<file path="config.mk">
export PLATFORM = sky130hd
export DESIGN_NAME = dragster_spi_responder
export DESIGN_NICKNAME = d
export VERILOG_FILES = /design/src/rtl/dragster_spi_responder.sv
export SDC_FILE = /design/constraint.sdc
export NUM_CORES = 1
export LEC_CHECK = 0
export ABC_AREA = 1
export BUFFER_PORTS_ARGS = -buffer_cell sky130_fd_sc_hd__buf_2
export CORE_UTILIZATION = 30
export DETAILED_ROUTE_END_ITERATION = 16
export GPL_TIMING_DRIVEN = 1
export PLACE_DENSITY = 0.53
export RECOVER_POWER = 25
export SLEW_MARGIN = 15
export SYNTH_ARGS = -nofsm -noshare
export SYNTH_HDL_FRONTEND = slang
export SYNTH_SLANG_ARGS = --single-unit
</file>
<file path="constraint.sdc">
create_clock -name clk -period 12.17 [get_ports clk]
set_input_delay 2.434 -clock clk [delete_from_list [all_inputs] [get_ports clk]]
set_output_delay 2.434 -clock clk [all_outputs]
set_load 0.03 [all_outputs]
</file>
<file path="src/rtl/dragster_spi_responder.sv">
`default_nettype none
// +----------------------------------------------------------------------------+
// | Module      : dragster_spi_responder                                       |
// | Description : SPI mode-0 responder. Receives 16-bit frames {data, addr}    |
// |               into a small register file, flags short/long frames and      |
// |               out-of-range addresses, and shifts back the register named   |
// |               by the last valid frame on miso during the next frame.       |
// | Revision    : 1.0 - initial release                                        |
// +----------------------------------------------------------------------------+
module dragster_spi_responder #(
  parameter int NUM_REGISTERS = 10,
  parameter int SYNC_STAGES   = 2
) (
  input  logic                       clk,
  input  logic                       reset,
  input  logic                       sclk,
  input  logic                       ss_n,
  input  logic                       mosi,
  output logic                       miso,
  output logic [8*NUM_REGISTERS-1:0] reg_file,
  output logic                       wr_strobe,
  output logic [3:0]                 wr_addr,
  output logic [7:0]                 wr_data,
  output logic                       frame_error,
  output logic                       addr_error
);

  localparam logic [1:0] ST_IDLE    = 2'd0;
  localparam logic [1:0] ST_SHIFT   = 2'd1;
  localparam logic [1:0] ST_COMMIT  = 2'd2;
  localparam logic [4:0] CNT_FULL   = 5'd16;
  localparam logic [4:0] CNT_SAT    = 5'd17;
  localparam logic [4:0] NUM_REGS_5 = 5'(NUM_REGISTERS);

  // synchronizer chains and previous-value flops for edge detection
  logic [SYNC_STAGES-1:0] sclk_sync_q, sclk_sync_d;
  logic [SYNC_STAGES-1:0] ss_sync_q,   ss_sync_d;
  logic [SYNC_STAGES-1:0] mosi_sync_q, mosi_sync_d;
  logic                   sclk_prev_q, sclk_prev_d;
  logic                   ss_prev_q,   ss_prev_d;

  logic sclk_s, ss_s, mosi_s;
  logic sclk_rise, sclk_fall, ss_rise, ss_fall;

  // FSM and datapath state
  logic [1:0]  state_q, state_d;
  logic [4:0]  cnt_q, cnt_d;
  logic [15:0] shift_q, shift_d;
  logic [7:0]  tx_q, tx_d;
  logic [3:0]  rd_ptr_q, rd_ptr_d;
  logic [7:0]  regs_q [NUM_REGISTERS];
  logic [7:0]  regs_d [NUM_REGISTERS];
  logic        wr_strobe_q, wr_strobe_d;
  logic [3:0]  wr_addr_q, wr_addr_d;
  logic [7:0]  wr_data_q, wr_data_d;
  logic        frame_error_q, frame_error_d;
  logic        addr_error_q, addr_error_d;

  logic        frame_start, frame_end;
  logic [3:0]  addr_idx;
  logic        addr_ok;
  logic [7:0]  rd_data;

  // Next values of the synchronizer chains: new sample enters at bit 0
  always_comb begin
    sclk_sync_d = {sclk_sync_q[SYNC_STAGES-2:0], sclk};
    ss_sync_d   = {ss_sync_q[SYNC_STAGES-2:0],   ss_n};
    mosi_sync_d = {mosi_sync_q[SYNC_STAGES-2:0], mosi};
    sclk_prev_d = sclk_sync_q[SYNC_STAGES-1];
    ss_prev_d   = ss_sync_q[SYNC_STAGES-1];
  end

  // Synchronizer registers; ss_n resets low so a select already active at
  // reset release never looks like a fresh falling edge
  always_ff @(posedge clk or posedge reset) begin
    if (reset) begin
      sclk_sync_q <= '0;
      ss_sync_q   <= '0;
      mosi_sync_q <= '0;
      sclk_prev_q <= 1'b0;
      ss_prev_q   <= 1'b0;
    end else begin
      sclk_sync_q <= sclk_sync_d;
      ss_sync_q   <= ss_sync_d;
      mosi_sync_q <= mosi_sync_d;
      sclk_prev_q <= sclk_prev_d;
      ss_prev_q   <= ss_prev_d;
    end
  end

  assign sclk_s    = sclk_sync_q[SYNC_STAGES-1];
  assign ss_s      = ss_sync_q[SYNC_STAGES-1];
  assign mosi_s    = mosi_sync_q[SYNC_STAGES-1];
  assign sclk_rise = sclk_s & ~sclk_prev_q;
  assign sclk_fall = ~sclk_s & sclk_prev_q;
  assign ss_rise   = ss_s & ~ss_prev_q;
  assign ss_fall   = ~ss_s & ss_prev_q;

  // A select fall outside SHIFT starts a frame (IDLE, or COMMIT back-to-back)
  assign frame_start = ss_fall && (state_q != ST_SHIFT);
  assign frame_end   = ss_rise && (state_q == ST_SHIFT);
  assign addr_idx    = shift_q[3:0];
  assign addr_ok     = {1'b0, addr_idx} < NUM_REGS_5;

  // State register
  always_ff @(posedge clk or posedge reset) begin
    if (reset) state_q <= ST_IDLE;
    else       state_q <= state_d;
  end

  // Next-state logic
  always_comb begin
    state_d = state_q;
    case (state_q)
      ST_IDLE:   if (ss_fall) state_d = ST_SHIFT;
      ST_SHIFT:  if (ss_rise) state_d = ST_COMMIT;
      ST_COMMIT: state_d = ss_fall ? ST_SHIFT : ST_IDLE;
      default:   state_d = ST_IDLE;
    endcase
  end

  // Readback mux; a pointer past the implemented registers matches nothing
  always_comb begin
    rd_data = 8'h00;
    for (int i = 0; i < NUM_REGISTERS; i++) begin
      if (rd_ptr_q == 4'(i)) rd_data = regs_q[i];
    end
  end

  // Output and datapath logic; the commit decision is taken on the
  // SHIFT->COMMIT transition so register write and strobe land together
  // in the COMMIT cycle
  always_comb begin
    cnt_d         = cnt_q;
    shift_d       = shift_q;
    tx_d          = tx_q;
    rd_ptr_d      = rd_ptr_q;
    regs_d        = regs_q;
    wr_addr_d     = wr_addr_q;
    wr_data_d     = wr_data_q;
    wr_strobe_d   = 1'b0;
    addr_error_d  = 1'b0;
    frame_error_d = 1'b0;
    if (frame_start) begin
      cnt_d   = 5'd0;
      shift_d = 16'h0000;
      tx_d    = rd_data;
    end else if (state_q == ST_SHIFT) begin
      if (sclk_rise) begin
        shift_d = {shift_q[14:0], mosi_s};
        if (cnt_q != CNT_SAT) cnt_d = cnt_q + 5'd1;
      end
      if (sclk_fall) tx_d = {tx_q[6:0], 1'b0};
      if (frame_end) begin
        if (cnt_q == CNT_FULL) begin
          rd_ptr_d = addr_idx;
          if (addr_ok) begin
            wr_strobe_d = 1'b1;
            wr_addr_d   = addr_idx;
            wr_data_d   = shift_q[15:8];
            for (int i = 0; i < NUM_REGISTERS; i++) begin
              if (addr_idx == 4'(i)) regs_d[i] = shift_q[15:8];
            end
          end else begin
            addr_error_d = 1'b1;
          end
        end else begin
          frame_error_d = 1'b1;
        end
      end
    end
  end

  // Datapath and output registers
  always_ff @(posedge clk or posedge reset) begin
    if (reset) begin
      cnt_q         <= 5'd0;
      shift_q       <= 16'h0000;
      tx_q          <= 8'h00;
      rd_ptr_q      <= 4'd0;
      wr_strobe_q   <= 1'b0;
      wr_addr_q     <= 4'd0;
      wr_data_q     <= 8'h00;
      frame_error_q <= 1'b0;
      addr_error_q  <= 1'b0;
      for (int i = 0; i < NUM_REGISTERS; i++) regs_q[i] <= 8'h00;
    end else begin
      cnt_q         <= cnt_d;
      shift_q       <= shift_d;
      tx_q          <= tx_d;
      rd_ptr_q      <= rd_ptr_d;
      wr_strobe_q   <= wr_strobe_d;
      wr_addr_q     <= wr_addr_d;
      wr_data_q     <= wr_data_d;
      frame_error_q <= frame_error_d;
      addr_error_q  <= addr_error_d;
      for (int i = 0; i < NUM_REGISTERS; i++) regs_q[i] <= regs_d[i];
    end
  end

  generate
    for (genvar gi = 0; gi < NUM_REGISTERS; gi++) begin : g_flat
      assign reg_file[8*gi +: 8] = regs_q[gi];
    end
  endgenerate

  // Transmit MSB only while the select is active; zeros shift in behind the
  // byte so positions 8 and later read as 0
  assign miso        = tx_q[7] & ~ss_s;
  assign wr_strobe   = wr_strobe_q;
  assign wr_addr     = wr_addr_q;
  assign wr_data     = wr_data_q;
  assign frame_error = frame_error_q;
  assign addr_error  = addr_error_q;

endmodule
`default_nettype wire

</file>
; ---- Yosys cells after proc, flatten, opt, wreduce, memory -nomap -nowiden
; Cells that the tools add are included.
[word_totals]
register_bits = 138
in_bits = 5
out_inout_bits = 96
word_cells = 125
[op_classes]
addsub = 1
n_lt_le_gt_ge = 1
n_eq_ne = 25
n_mux = 38
bitwise = 10
n_reduce_logical = 25
[ops]
columns = operator, n
row1 = $mux 8, 13
row2 = $reduce_and 6->1, 10
row3 = $mux 16, 3
row4 = $eq 4x3->1 const B, 8
row5 = $mux 5, 4
row6 = $eq 4x2->1 const B, 4
row7 = $eq 4x4->1 const B, 4
row8 = $mux 1, 15
row9 = $eq 4x1->1 const B, 2
row10 = $logic_not 4->1, 2
row11 = $reduce_bool 2->1, 4
row12 = $pmux 2 s3, 1
row13 = $reduce_and 2->1, 3
row14 = $add 5x1->5 const B, 1
row15 = $and 1x1->1, 5
row16 = $eq 5x5->1 const B, 1
row17 = $ne 5x5->1 const B, 1
row18 = $not 1->1, 5
row19 = $reduce_and 5->1, 1
row20 = $lt 4x4->1 const B, 1
row21 = $mux 2, 2
row22 = $ne 2x2->1 const B, 2
row23 = $reduce_and 4->1, 1
row24 = $reduce_and 3->1, 1
row25 = other kinds (5), 6

; ---- Logic depth before layout (Yosys ltp)
[logic_depth]
depth_word = 12
ltp_mapped = 10
ltp_nobuf = 10

; ---- Worst setup path before layout
; Ideal clock, no wire load.
[synth_timing]
path_kind = register to output
from = reg ss_sync_q[1]
to = out miso
arrival_ns = 0.806
path_slack_ns = 8.930
stages_incl_launch_ff = 2
path_cell_list = dfrtp_1 nor2_1
[synth_via]
elab_chain_cells = 2
[synth_lines]
columns = element, line_no
row1 = start: declaration, 37  ; logic [SYNC_STAGES-1:0] ss_sync_q, ss_sync_d;
row2 = start signal: assignment, 84  ; ss_sync_q <= ss_sync_d;
row3 = $not 1->1, 209  ; assign miso = tx_q[7] & ~ss_s;
row4 = $and 1x1->1, 209
row5 = end: declaration, 19  ; output logic miso,
; No other way between the ends.

; ---- Worst setup path after layout
; Same ends and word-level chain as after synthesis.

==> run metrics <==
RSZ-0062 raised after global routing=no; # IOs=a little over 100; Sink Count=roughly 140; via count=between 4000 and 5000; worst path required time=a little under 10 ns; Die W=~150 µm; setup slack, reg-to-reg=9.14 ns; row count=~50; clk root buf=clkbuf_16; Synth Flop Type=dfrtp_1; worst vdd ir=approximately 97 µV; Final #Nets=771; total gr overflow=0; detailed placer's ending HPWL=between 10000 and 15000 µm; routed wire length=17500 µm; M2 GR Usage=0.266; maxcap violations=0; hold buffers post-CTS=0; routability cong.=about 0.75; Min Clock Period, post-route=between 3 and 4 ns; clock latency on the worst-skew pair=about 0.42 ns; Setup crit end kind=output pin; Slew headroom=0.361; critical path arrival=1.12 ns; drt pass-1 iters=5; crit path launch type=register; CP Launch Point=ss_sync_q[1]; EDFF count, synth=0; fill cell count=approximately 2100; Seq/Total Area, Yosys=0.562; GR Util met3=0.0346; Final Hold Fails=0; H-tree depth reported by CTS=4; n_diodes=0; Total GRT Usage=0.173; Hold EP=mosi_sync_q[1]; Fmax=281 MHz; DRC violations left=0; vias per inst=roughly 4.6; Mean Syn Cell Area=between 9 and 10 µm²; Post-CTS Setup Repair Bufs=0; initial core utilization=0.310; Max Slew Vio Count=0; post-cts sizing count=0; Most Crowded Layer GR=met2; hold depth=0; worst hold path class=reg -> reg; synth cell count leaders=nand2_1 (162), dfrtp_1 (138), o21ai_0 (77); GR Util met1=0.243; core box area=~0.020 mm²; #FFs+latches synth=138; first-pass GRT wire length=about 27000 µm; top-count cell post-synth=nand2_1; # setup viols final=0; Final Core Density=0.369; YS warnings=0; Max clock buf depth=2; CTS tree=done; clock slew at reported path FFs=0.06 ns; share of the synthesized area in the top cell type=0.562; Die Ht=145 µm; Layout area overhead=18.7%; routed len/inst=~17 µm; layout cells sized above 1=0.212; CTS Buf Count=17; WS Path Type=reg -> out; initial antenna violation count=0; Worst Tran Pin Value=roughly 0.96 ns; reg2reg end=reg_file[47]; I/O Buffers=100; leading area contributor after synthesis=dfrtp_1; unique cell type count in the Yosys netlist=30; Setup TNS=0 ns; synthesized net count=between 600 and 700; Antenna Nets Post-Route=0; hold path start=mosi_sync_q[0]; die footprint=0.0210 mm²; RR Startpoint=state_q[0]; P_leak=3.59 nW; main area contributors after synthesis=dfrtp_1 (56%), nand2_1 (9.9%), o21ai_0 (6.3%), o21ai_2 (5.6%), inv_1 (4.0%); vias in the first global route=between 4000 and 5000; clk_skew=around 0.011 ns; outcome=finished, final reports clean; Synth Cell Area=approximately 0.0061 mm²; cells on worst reg2reg path=7; First DRT Iteration DRCs=376; largest net degree at the start of global routing=76; Final period util=0.292; Power Density=148 mW/mm²; Syn Inst Count=668; ys async rst share=1.00; crit-path max FO=4
==> report_power, final <==
part	internal (mW)	switching, mW	leakage [nW]
sequential	0.477	0.0111	1.89
combinational	0.0162	0.0443	1.41
clock	0.330	0.201	0.289
total	0.823	0.257	3.59
==> cells by family after synthesis <==
group | after synthesis | share of synthesized area
and+or+nand+nor | 273 | 0.207
DFF | 138 | 0.562
AOI/OAI and AO/OA | 161 | 0.158
adders and majority gates | 3 | 0.00611
buffers and inverters | 93 | 0.0666
==> worst max path at each step <==
stage,depth (start not counted),slack (ns),end
global route,3,8.39,rd_ptr_q[0]
floorplan,1,6.04,addr_error
finish,2,8.62,miso
CTS,2,8.58,miso
global placement,3,8.13,reg_file[50]
detailed placement,3,8.13,reg_file[42]
==> sequential cells by signal, summed over array words and instances (netlist names), 4 cells and up <==
register  cells
reg_file     80
shift_q      16
tx_q          8
wr_data       8
cnt_q         5
rd_ptr_q      4
wr_addr       4
==> stage by stage <==
stage / power, mW / cell area (µm²) / hold WS (ns) / worst slack, ns / instances
floorplan: 0.545 / 6140 / 0.331 / 6.04 / 668
global placement: 0.562 / 6840 / 0.336 / 8.13 / 1009
detailed placement: 0.562 / 6840 / 0.344 / 8.13 / 1009
CTS: 1.10 / 7450 / 0.363 / 8.58 / 1040
global route: 1.12 / 7290 / 0.365 / 8.39 / 1040
finish: 1.08 / 7290 / 0.356 / 8.62 / 1040
==> area by class of cell <==
| cell class | instances | area [µm²] | share of cell area |
|---|---|---|---|
| tap | 265 | 332 | 0.0455 |
| sequential | 138 | 3450 | 0.474 |
| clock inverter | 8 | 109 | 0.0149 |
| inverter | 66 | 253 | 0.0347 |
| clock buffer | 23 | 498 | 0.0683 |
| multi-input combinational | 437 | 2130 | 0.292 |
| timing repair buffer | 103 | 519 | 0.0712 |
==> worst max-delay path, stage by stage, from the launching register on <==
cell and delay, ns:
dfrtp_1 0.40, nor2_1 0.10, buf_2 0.20
==> cells in the final DEF (no fill, tap or decap), types with 17 or more instances in the layout <==
cell,netlist,routed
nor2_1,42,43
a21oi_1,26,26
o21ai_0,77,100
nand2_1,162,162
dfrtp_1,138,138
buf_2,6,100
nand3_1,32,35
inv_1,65,65
o21ai_2,39,19
clkbuf_16,0,17
==> routing by layer <==
layer / up-vias / wire length [µm] / part of all wire
li1: 2391 / - / -
met1: 2315 / 8430 / 0.48
met2: 105 / 8120 / 0.47
met3: 19 / 686 / 0.039
met4: 0 / 219 / 0.013
met5: - / 0 / 0
(Power assumes the default switching activity.)
